## src/rtl/pcie_tx.sv

```systemverilog
// pcie_tx: transmit-side TLP formatter feeding the 64-bit AXI stream of the PCIe core.
// Arbitrates completions, DMA read requests and DMA writes (cpl > rd > wr) and emits
// each as a 3DW-header TLP. Payload DWs are byte-reversed to match the receive parser.
module pcie_tx (
    input  logic        clock,
    input  logic        reset,
    input  logic [15:0] requester_id,
    input  logic        cpl_request,
    input  logic [31:0] cpl_dw2,
    input  logic [63:0] cpl_data,
    output logic        cpl_ack,
    input  logic        rd_request,
    input  logic [24:0] rd_address,
    input  logic [7:0]  rd_tag,
    output logic        rd_ack,
    input  logic        wr_request,
    input  logic [24:0] wr_address,
    input  logic [63:0] wr_data,
    output logic        wr_data_read,
    output logic        wr_ack,
    output logic        tvalid,
    input  logic        tready,
    output logic        tlast,
    output logic [7:0]  tkeep,
    output logic [63:0] tdata
);

    // State names the beat currently presented on the stream.
    typedef enum logic [3:0] {
        S_IDLE,
        S_CPL0,
        S_CPL1,
        S_CPL2,
        S_RD0,
        S_RD1,
        S_WR0,
        S_WR1,
        S_WRD,
        S_WRL
    } state_t;

    state_t      state_q, state_d;
    logic        tvalid_q, tvalid_d;
    logic        tlast_q, tlast_d;
    logic [7:0]  tkeep_q, tkeep_d;
    logic [63:0] tdata_q, tdata_d;
    logic [31:0] hold_q, hold_d;
    logic [3:0]  cnt_q, cnt_d;
    logic [24:0] addr_q, addr_d;
    logic [63:0] cdata_q, cdata_d;
    logic        pop;
    logic        load;

    function automatic logic [31:0] swap32(input logic [31:0] x);
        return {x[7:0], x[15:8], x[23:16], x[31:24]};
    endfunction

    // The beat register may be refilled when empty or when its beat is being taken.
    assign load = !tvalid_q || tready;

    // Next-beat computation: each accepted beat loads the following one of the TLP.
    always_comb begin
        state_d  = state_q;
        tvalid_d = tvalid_q;
        tlast_d  = tlast_q;
        tkeep_d  = tkeep_q;
        tdata_d  = tdata_q;
        hold_d   = hold_q;
        cnt_d    = cnt_q;
        addr_d   = addr_q;
        cdata_d  = cdata_q;
        pop      = 1'b0;
        if (load) begin
            case (state_q)
                S_IDLE: begin
                    if (cpl_request) begin
                        state_d  = S_CPL0;
                        tvalid_d = 1'b1;
                        tlast_d  = 1'b0;
                        tkeep_d  = 8'hFF;
                        tdata_d  = {requester_id, 16'h0008, 32'h4A00_0002};
                        cdata_d  = cpl_data;
                    end else if (rd_request) begin
                        state_d  = S_RD0;
                        tvalid_d = 1'b1;
                        tlast_d  = 1'b0;
                        tkeep_d  = 8'hFF;
                        tdata_d  = {requester_id, rd_tag, 8'hFF, 32'h0000_0020};
                        addr_d   = rd_address;
                    end else if (wr_request) begin
                        state_d  = S_WR0;
                        tvalid_d = 1'b1;
                        tlast_d  = 1'b0;
                        tkeep_d  = 8'hFF;
                        tdata_d  = {requester_id, 16'h00FF, 32'h4000_0020};
                        addr_d   = wr_address;
                    end
                end
                S_CPL0: begin
                    state_d = S_CPL1;
                    tdata_d = {swap32(cdata_q[31:0]), cpl_dw2};
                end
                S_CPL1: begin
                    state_d = S_CPL2;
                    tdata_d = {32'h0, swap32(cdata_q[63:32])};
                    tkeep_d = 8'h0F;
                    tlast_d = 1'b1;
                end
                S_RD0: begin
                    state_d = S_RD1;
                    tdata_d = {32'h0, addr_q, 7'd0};
                    tkeep_d = 8'h0F;
                    tlast_d = 1'b1;
                end
                S_WR0: begin
                    state_d = S_WR1;
                    tdata_d = {swap32(wr_data[31:0]), addr_q, 7'd0};
                    hold_d  = wr_data[63:32];
                    pop     = 1'b1;
                end
                S_WR1: begin
                    state_d = S_WRD;
                    cnt_d   = 4'd1;
                    tdata_d = {swap32(wr_data[31:0]), swap32(hold_q)};
                    hold_d  = wr_data[63:32];
                    pop     = 1'b1;
                end
                // Payload straddles qwords by one DW: the held high DW goes out
                // first, followed by the low DW of the qword just popped.
                S_WRD: begin
                    if (cnt_q == 4'd15) begin
                        state_d = S_WRL;
                        tdata_d = {32'h0, swap32(hold_q)};
                        tkeep_d = 8'h0F;
                        tlast_d = 1'b1;
                    end else begin
                        cnt_d   = cnt_q + 4'd1;
                        tdata_d = {swap32(wr_data[31:0]), swap32(hold_q)};
                        hold_d  = wr_data[63:32];
                        pop     = 1'b1;
                    end
                end
                S_CPL2, S_RD1, S_WRL: begin
                    state_d  = S_IDLE;
                    tvalid_d = 1'b0;
                    tlast_d  = 1'b0;
                    tkeep_d  = 8'h00;
                end
                default: begin
                    state_d  = S_IDLE;
                    tvalid_d = 1'b0;
                    tlast_d  = 1'b0;
                    tkeep_d  = 8'h00;
                end
            endcase
        end
    end

    // State and output registers with synchronous reset.
    always_ff @(posedge clock) begin
        if (reset) begin
            state_q  <= S_IDLE;
            tvalid_q <= 1'b0;
            tlast_q  <= 1'b0;
            tkeep_q  <= '0;
            tdata_q  <= '0;
            hold_q   <= '0;
            cnt_q    <= '0;
            addr_q   <= '0;
            cdata_q  <= '0;
        end else begin
            state_q  <= state_d;
            tvalid_q <= tvalid_d;
            tlast_q  <= tlast_d;
            tkeep_q  <= tkeep_d;
            tdata_q  <= tdata_d;
            hold_q   <= hold_d;
            cnt_q    <= cnt_d;
            addr_q   <= addr_d;
            cdata_q  <= cdata_d;
        end
    end

    assign tvalid = tvalid_q;
    assign tlast  = tlast_q;
    assign tkeep  = tkeep_q;
    assign tdata  = tdata_q;

    // Acks mark acceptance of the tlast beat; the last-beat states always have tvalid set.
    assign cpl_ack      = (state_q == S_CPL2) && tready && !reset;
    assign rd_ack       = (state_q == S_RD1) && tready && !reset;
    assign wr_ack       = (state_q == S_WRL) && tready && !reset;
    assign wr_data_read = pop && !reset;

endmodule
```

## config.mk

```make
export PLATFORM = sky130hd
export DESIGN_NAME = pcie_tx
export DESIGN_NICKNAME = d
export VERILOG_FILES = /design/src/rtl/pcie_tx.sv
export SDC_FILE = /design/constraint.sdc
export NUM_CORES = 1
export LEC_CHECK = 0
export CAP_MARGIN = 15
export CORE_ASPECT_RATIO = 1.75
export CORE_MARGIN = 2
export CORE_UTILIZATION = 45
export CTS_BUF_LIST = sky130_fd_sc_hd__clkbuf_8
export CTS_CLUSTER_DIAMETER = 40
export DETAILED_ROUTE_END_ITERATION = 12
export GPL_ROUTABILITY_DRIVEN = 0
export PLACE_DENSITY = 0.92
export SLEW_MARGIN = 10
export SYNTH_ARGS = -nofsm -noshare
export SYNTH_HDL_FRONTEND = slang
export SYNTH_SLANG_ARGS = --single-unit
```

## constraint.sdc

```tcl
create_clock -name clock -period 3 [get_ports clock]
set_input_delay 0.6 -clock clock [delete_from_list [all_inputs] [get_ports clock]]
set_output_delay 0.6 -clock clock [all_outputs]
set_load 0.01 [all_outputs]
```

-- Word-level counts from Yosys, hierarchy flattened
Cells that the tools add are included.
- add/subtract/negate cells: 1
- eq/ne operators: 13
- muxes and demuxes: 33
- bitwise gates (word level): 3
- reductions and logical operators: 27
- operators with widths (kind ; count):
    64-bit case mux with 7 select lines ; 1
    64-bit two-way mux ; 4
    32-bit case mux with 2 select lines ; 1
    25-bit two-way mux ; 2
    32-bit two-way mux ; 1
    8-bit two-way mux ; 4
    8-bit case mux with 4 select lines ; 1
    4-bit case mux with 7 select lines ; 1
    4-bit two-way mux ; 5
    3-bit AND reduction ; 6
    4-bit by 3-bit == test with 1-bit output (second input constant) ; 4
    4-bit == test (second input constant) ; 3
    1-bit two-way mux ; 9
    4-bit by 2-bit == test with 1-bit output (second input constant) ; 2
    4-bit case mux with 2 select lines ; 1
    4-bit AND reduction ; 2
    1-bit logical AND ; 7
    7-bit nonzero test ; 1
    2-bit nonzero test ; 3
    6-bit OR reduction ; 1
    4-bit by 1-bit adder with 4-bit output (second input constant) ; 1
    4-bit by 1-bit == test with 1-bit output (second input constant) ; 1
    4-bit logical NOT ; 1
    2-bit inequality test (second input constant) ; 2
    other kinds (8) ; 13
- bits in registers: 203
- bits of input ports: 240
- output and inout port bits: 78
- logic and storage cells: 86

-- Depth between registers and ports, before layout
Gate-level depths: netlist of the first run.
- word-level depth: 5
- mapped depth: 9
- gate-level depth less buffers: 6

-- Worst setup path after synthesis of the first run
Ideal clock, no wire load.
- path type: register to output
- start point: register state_q[0]
- end point: output cpl_ack
- arrival time: 1.688 ns
- required time: 2.400 ns
- setup slack: 0.712 ns
- stages on the path, launching flop included: 7
- path buffers: 4
- cells stage by stage: dfxtp_1 buf_4 buf_2 clkbuf_1 clkbuf_1 nand2_1 nor4_1
- word-level cells in the longest chain between the ends: 3
- RTL lines (item ; line ; RTL):
    from (decl) ; 42 ; state_t state_q, state_d;
    from (signal assigned) ; 172 ; state_q <= state_d;
    4-bit by 2-bit == test with 1-bit output ; 190 ; assign cpl_ack = (state_q == S_CPL2) && tready && !reset;
    1-bit logical AND (2 in series) ; 190 ;
    to (decl) ; 11 ; output logic cpl_ack,
No other way between the ends.

-- Worst setup path after layout of the first run
- start point: register state_q[0]
- end point: output wr_ack
- word-level cells in the longest chain between the ends: 3
- RTL lines (item ; line ; RTL):
    4-bit == test ; 192 ; assign wr_ack = (state_q == S_WRL) && tready && !reset;
    1-bit logical AND (2 in series) ; 192 ;
    to (decl) ; 20 ; output logic wr_ack,
No other way between the ends.

==> run_results.csv, run 1 <==
group,metric,value,unit
run_status,status,"finished clean",
clock_tree,clk_pin_slew,0.10,ns
detailed_routing,wl_met2,16530,um
final_layout,n_fill_cell,1545,
timing,setup_viol,0,
clock_tree,cts_root_buf,"clkbuf_8",
synthesis,synth_xor_area_frac,0,
die,die_w,109.7,um
detailed_routing,dr.pass1.iters,5,
timing,skew,0.01873,ns
detailed_routing,via_count,9038,
power,p_clk_frac,0.196,
synthesis,synth-edff-count,0,
detailed_routing,totalWireLength,30740,um
setup_path,r2r_cells,7,
power,leakagePower,4.450,nW
timing,tns,0,ns
synthesis,syn_area,0.008806,mm2
synthesis,syn_nets,1277,
synthesis,synthMuxAreaShare,0.03296,
detailed_routing,drc,0,
timing,maxSlewViolCount,0,
synthesis,synth-seq-cells,197,
global_routing,grt_use_total,0.2960,
power,powerDensity,702.9,mW/mm2
synthesis,synth_top_area_frac,0.4479,
setup_path,critical_path.endpoint,"wr_ack",
setup_path,cp_max_fo,25,
global_routing,grt_pass1_wl,46810,um
power,combPwrFrac,0.413,
synthesis,synthTopCellsByArea,"dfxtp_1, nand2_1, a21oi_1",
synthesis,synth_compound_area_frac,0.2560,
worst_hold_path,hold_path.class,"flop to flop",
clock_tree,ctsHoldBuffers,0,
timing,fin_crit_sh,0.9581,
final_layout,syn_to_final_growth,41.75,%
detailed_routing,route.antenna.remaining_nets,0,
setup_path,r2r-end,"tdata[33]",
placement,dp.cells,1521,
timing,worst_pin_slew,0.7750,ns
detailed_routing,first_iter_violations,878,
timing,rsz0062_at_grt,"false",
power,switchingPower,3.257,mW
detailed_routing,met3WireLength,1869,um
final_layout,stdcell_count,1557,
timing,clock.fmax,347.9,MHz
placement,portBuffers,317,
detailed_routing,wl_per_cell,19.74,um
flow_run,maxCapViolations,0,
detailed_routing,vias_per_cell,5.805,
synthesis,yosys.cell_count.top_type,"nand2_1",
setup_path,r2r_slack,0.56,ns
clock_tree,clk_path_buf_depth,2,
setup_path,crit_start,"state_q[0]",
timing,relSlewSlack,0.4823,
die,row_count,67,
synthesis,yosys.area_share.simple,0.1992,
power,pwr-share-seq,0.391,
die,die_h,189.1,um
setup_path,worst_ep_arrival_time,2.27,ns
die,core,0.01920,mm2
power,switching_share,0.3713,
synthesis,ys_seq_area_frac,0.4479,
power,ir_drop,0.0005062,V
setup_path,endpoint_kind,"output port",
global_routing,antenna_found_initial,2,
synthesis,synth_cell_types,58,
setup_path,reg2reg_from,"state_q[0]",
clock_tree,clock-sinks,197,
setup_path,start_kind,"flop",
synthesis,ys_warn_count,0,
timing,period_needed,2.874,ns
timing,final_hold_viol_count,0,
synthesis,yosysTopAreaCell,"dfxtp_1",
final_layout,fin_util,0.6502,
synthesis,syn_inst,1036,
clock_tree,cts-buffers-inserted,17,
global_routing,grt_max_degree,60,
placement,dpl.hpwl,22530,um
synthesis,synth_commonest_cells,"nand2_1, dfxtp_1, a21oi_1",
synthesis,yosys.area_share.adder,0.001421,
setup_path,critical_path_class,"flop to output port",
final_layout,nets,1541,
global_routing,grt_pass1_vias,8974,
synthesis,syn_area_per_cell,8.500,um2
synthesis,synthFlopType,"dfxtp_1",
clock_tree,cts-htree-levels,4,
clock_tree,cts_tree,"yes",
power,p_int,5.517,mW
detailed_routing,top_layer,"met4",
global_routing,grt_overflow,0,
die,die_area,0.02075,mm2
synthesis,synth_top_family_by_area,"compound AO/OA/AOI/OAI gates",
detailed_routing,m1WireLength,10500,um
setup_path,cp.required,2.40,ns
die,io_pins,318,
final_layout,drive_gt1_frac,0.06855,
clock_tree,clock_latency,0.48,ns
synthesis,async_flop_share,0,
die,start_util,0.4587,
## critical path, stage by stage (launching register included)
cell	delay, ns
dfxtp_2	0.39
buf_4	0.31
nand2_1	0.12
nor2_1	0.26
and3_1	0.21
clkdlybuf4s50_1	0.53
## through the flow
step | instance area (um2) | hold WS [ns] | total power, mW | setup slack (ns)
finish | 12480 | 0.4619 | 8.774 | 0.1257
global route | 12480 | 0.4785 | 9.231 | 0.04709
CTS | 12460 | 0.4563 | 8.756 | 0.02012
detailed placement | 12060 | 0.4473 | 7.053 | 0.1368
global placement | 12060 | 0.4414 | 6.956 | 0.1390
floorplan | 8806 | 0.4357 | 5.528 | 0.7117
## flip-flops by register name, summed over array words and instances, names as in the netlist
name,count
addr_q,25
cdata_q,64
cnt_q,4
hold_q,32
state_q,4
tdata,64
tkeep,2
tlast,1
tvalid,1
## power groups by stage
| stage | logic, mW | clock network, mW | registers [mW] |
|---|---|---|---|
| 6_report | 3.63 | 1.72 | 3.43 |
| 5_1_grt | 3.91 | 1.84 | 3.48 |
| 4_1_cts | 3.59 | 1.75 | 3.42 |
| 3_5_place_dp | 3.58 | 0 | 3.48 |
| 3_3_place_gp | 3.50 | 0 | 3.46 |
| 2_1_floorplan | 2.01 | 0 | 3.52 |
## routing by layer
metal  track usage  vias to the layer above
met3       0.05198                      101
met5             0                        -
li1              -                     4257
met4        0.1806                        0
met1        0.3052                     4245
met2        0.5380                      435
## cell type report
class                      instances  area (um2)  area share
timing repair buffer             350        3496      0.2801
clock inverter                    13       135.1     0.01083
antenna                            3       7.507   0.0006014
multi-input combinational        733        4330      0.3469
tap                              241       301.5     0.02416
sequential                       197        3946      0.3162
inverter                           1       3.754   0.0003007
clock buffer                      19       261.5     0.02095
## placed cells by master, fill, tap and decap left out, types with 19 or more instances in the layout
cell type and n:
a211oi_1 55, a21oi_1 130, a221o_1 20, a222oi_1 25, a22oi_1 36, buf_4 26
clkbuf_8 19, clkdlybuf4s50_1 315, dfxtp_1 195, mux2i_1 29, nand2_1 219, nor2_1 87
## worst min path at each step
stage                     slack [ns]          end  cells after the start         from
final                           0.46  cdata_q[30]                      2  cdata_q[30]
after global routing            0.48    tdata[23]                      2        reset
after CTS                       0.46    tdata[11]                      2        reset
after detailed placement        0.45    hold_q[0]                      2    hold_q[0]
after global placement          0.44  cdata_q[20]                      2  cdata_q[20]
after floorplan                 0.44   cdata_q[0]                      2   cdata_q[0]
## kinds of logic after synthesis
| family | Yosys count |
|---|---|
| mux | 29 |
| compound gates | 323 |
| buf+inv | 106 |
| fa+ha+maj | 1 |
| simple gates | 380 |
| flops | 197 |
## timing repair
item / in CTS / in global routing
buffers inserted: 0 / 0
gates resized for setup: 0 / 1
endpoints found under the setup margin: 0 / 1
(Power assumes the default switching activity.)
==> run 2, diff against run 1 <==
Settings changed: CORE_UTILIZATION 45 to 50, PLACE_DENSITY 0.92 to 0.95.
==> run_results.csv, run 2 (synthesis results as in run 1) <==
group,metric,value,unit
die,die_h,179.6,um
global_routing,antenna_found_initial,4,
die,core,0.01738,mm2
final_layout,layout_commonest_cell,"clkdlybuf4s50_1",
clock_tree,clk_pin_slew,0.11,ns
power,leakagePower,4.448,nW
detailed_routing,dr.pass1.iters,7,
die,io_pins,318,
clock_tree,clock-sinks,197,
die,start_util,0.5068,
power,ir_drop,0.0004735,V
worst_hold_path,hold_path.class,"input port to flop",
setup_path,r2r_slack,0.46,ns
final_layout,syn_to_final_growth,41.36,%
timing,final_hold_viol_count,0,
global_routing,grt_use_total,0.3256,
clock_tree,cts-htree-levels,4,
timing,finalWorstSetupSlack,0.09215,ns
timing,setup_viol,0,
clock_tree,cts_tree,"yes",
setup_path,crit_start,"state_q[2]",
die,die_w,104.3,um
setup_path,endpoint_kind,"output port",
timing,skew,0.02020,ns
final_layout,n_fill_cell,1319,
timing,clock.fmax,343.9,MHz
die,die_area,0.01873,mm2
die,row_count,64,
detailed_routing,via_count,9105,
global_routing,grt_overflow,0,
detailed_routing,route.antenna.remaining_nets,0,
clock_tree,clock_latency,0.47,ns
clock_tree,cts_root_buf,"clkbuf_8",
placement,portBuffers,317,
setup_path,cp_slowest_stage_delay,0.59,ns
setup_path,crit_chain,"nor4b_4 -> o2bb2ai_4 -> nand2_1 -> nor2_2 -> clkdlybuf4s50_1",
flow_run,maxCapViolations,0,
global_routing,grt_max_degree,94,
timing,worst_pin_slew,0.9917,ns
setup_path,r2r-end,"tdata[42]",
final_layout,final_cell_mix,"clkdlybuf4s50_1, nand2_1, dfxtp_1",
detailed_routing,drc,0,
final_layout,multiInputGateArea,0.004345,mm2
final_layout,nets,1541,
clock_tree,cts-buffers-inserted,17,
run_status,status,"finished clean",
setup_path,critical_path.endpoint,"wr_data_read",
clock_tree,ctsHoldBuffers,0,
worst_hold_path,hold_depth,2,
setup_path,worst_ep_arrival_time,2.31,ns
final_layout,drive_gt1_frac,0.06931,
clock_tree,cts_setup_buffers,0,
setup_path,start_kind,"flop",
detailed_routing,totalWireLength,30960,um
global_routing,grt_pass1_vias,9184,
timing,rsz0062_at_grt,"false",
final_layout,ff_latch_area,0.003948,mm2
power,powerDensity,703.3,mW/mm2
timing,relSlewSlack,0.3389,
global_routing,grt_pass1_wl,48220,um
placement,pre_cts_ws,0.01747,ns
setup_path,r2r_cells,7,
setup_path,reg2reg_from,"state_q[2]",
setup_path,cp.required,2.40,ns
detailed_routing,vias_per_cell,5.882,
timing,maxSlewViolCount,0,
detailed_routing,wl_per_cell,20.00,um
setup_path,cp_max_fo,17,
setup_path,critical_path_class,"flop to output port",
timing,tns,0,ns
timing,period_needed,2.908,ns
detailed_routing,first_iter_violations,698,
timing,fin_crit_sh,0.9693,
placement,dpl.hpwl,23090,um
clock_tree,clk_path_buf_depth,2,
setup_path,slowest_stage,"clkdlybuf4s50_1",
## run 2: cell types whose count changed in the layout (fill, tap and decap cells not counted), moves of 2 or more
cell	before	now
clkinvlp_4	3	0
clkinv_8	0	4
clkbuf_8	19	17
buf_4	26	31
buf_12	6	2
inv_8	3	6
## run 2: metrics by stage
stage	hold WS, ns	instance area (um2)	cells	total power [mW]	util
finish	0.3717	12450	1548	8.755	0.7164
global route	0.3588	12450	1548	9.199	0.7164
CTS	0.3495	12420	1544	8.725	0.7148
detailed placement	0.4470	12010	1512	7.009	0.6910
global placement	0.4412	12010	1512	6.876	0.6910
floorplan	0.4357	8806	1036	5.528	-
## run 2: power by group
part           internal (mW)  switching [mW]
clock network          0.645            1.10
registers               3.12           0.334
logic                   1.62            1.93
## run 2: worst max-delay path, delay by kind of cell (launching register included)
family          cells  cell delay [ns]
simple gates        3             0.65
buf+inv             1             0.59
flops               1             0.45
compound gates      1             0.16
## run 2: per-layer routing
metal  vias to the layer above  routed length [um]  GRT usage  share of wire
met5                         -                   0          0              0
met4                         0                2139     0.2227          0.069
met3                       106                2209    0.05511          0.071
met2                       497               16400     0.5875           0.53
met1                      4245               10200     0.3389           0.33
li1                       4257                   -          -              -
## run 2: cell type report
class | instances | area share
inverter | 1 | 0.0003015
tap | 231 | 0.02322
sequential | 197 | 0.3171
clock inverter | 15 | 0.01417
antenna | 4 | 0.0008041
clock buffer | 17 | 0.01880
multi-input combinational | 733 | 0.3491
timing repair buffer | 350 | 0.2765
## run 2: how the worst min path moves through the flow
stage / slack [ns] / from / end
after floorplan: 0.44 / cdata_q[0] / cdata_q[0]
after CTS: 0.35 / reset / tkeep[6]
after detailed placement: 0.45 / cdata_q[63] / cdata_q[63]
after global placement: 0.44 / cdata_q[57] / cdata_q[57]
after global routing: 0.36 / reset / tkeep[6]
final: 0.37 / reset / tlast
## run 2: timing repair
action,4_1_cts,5_1_grt
endpoints found under the setup margin,1,2
resized for setup,1,2
pin swaps,0,1
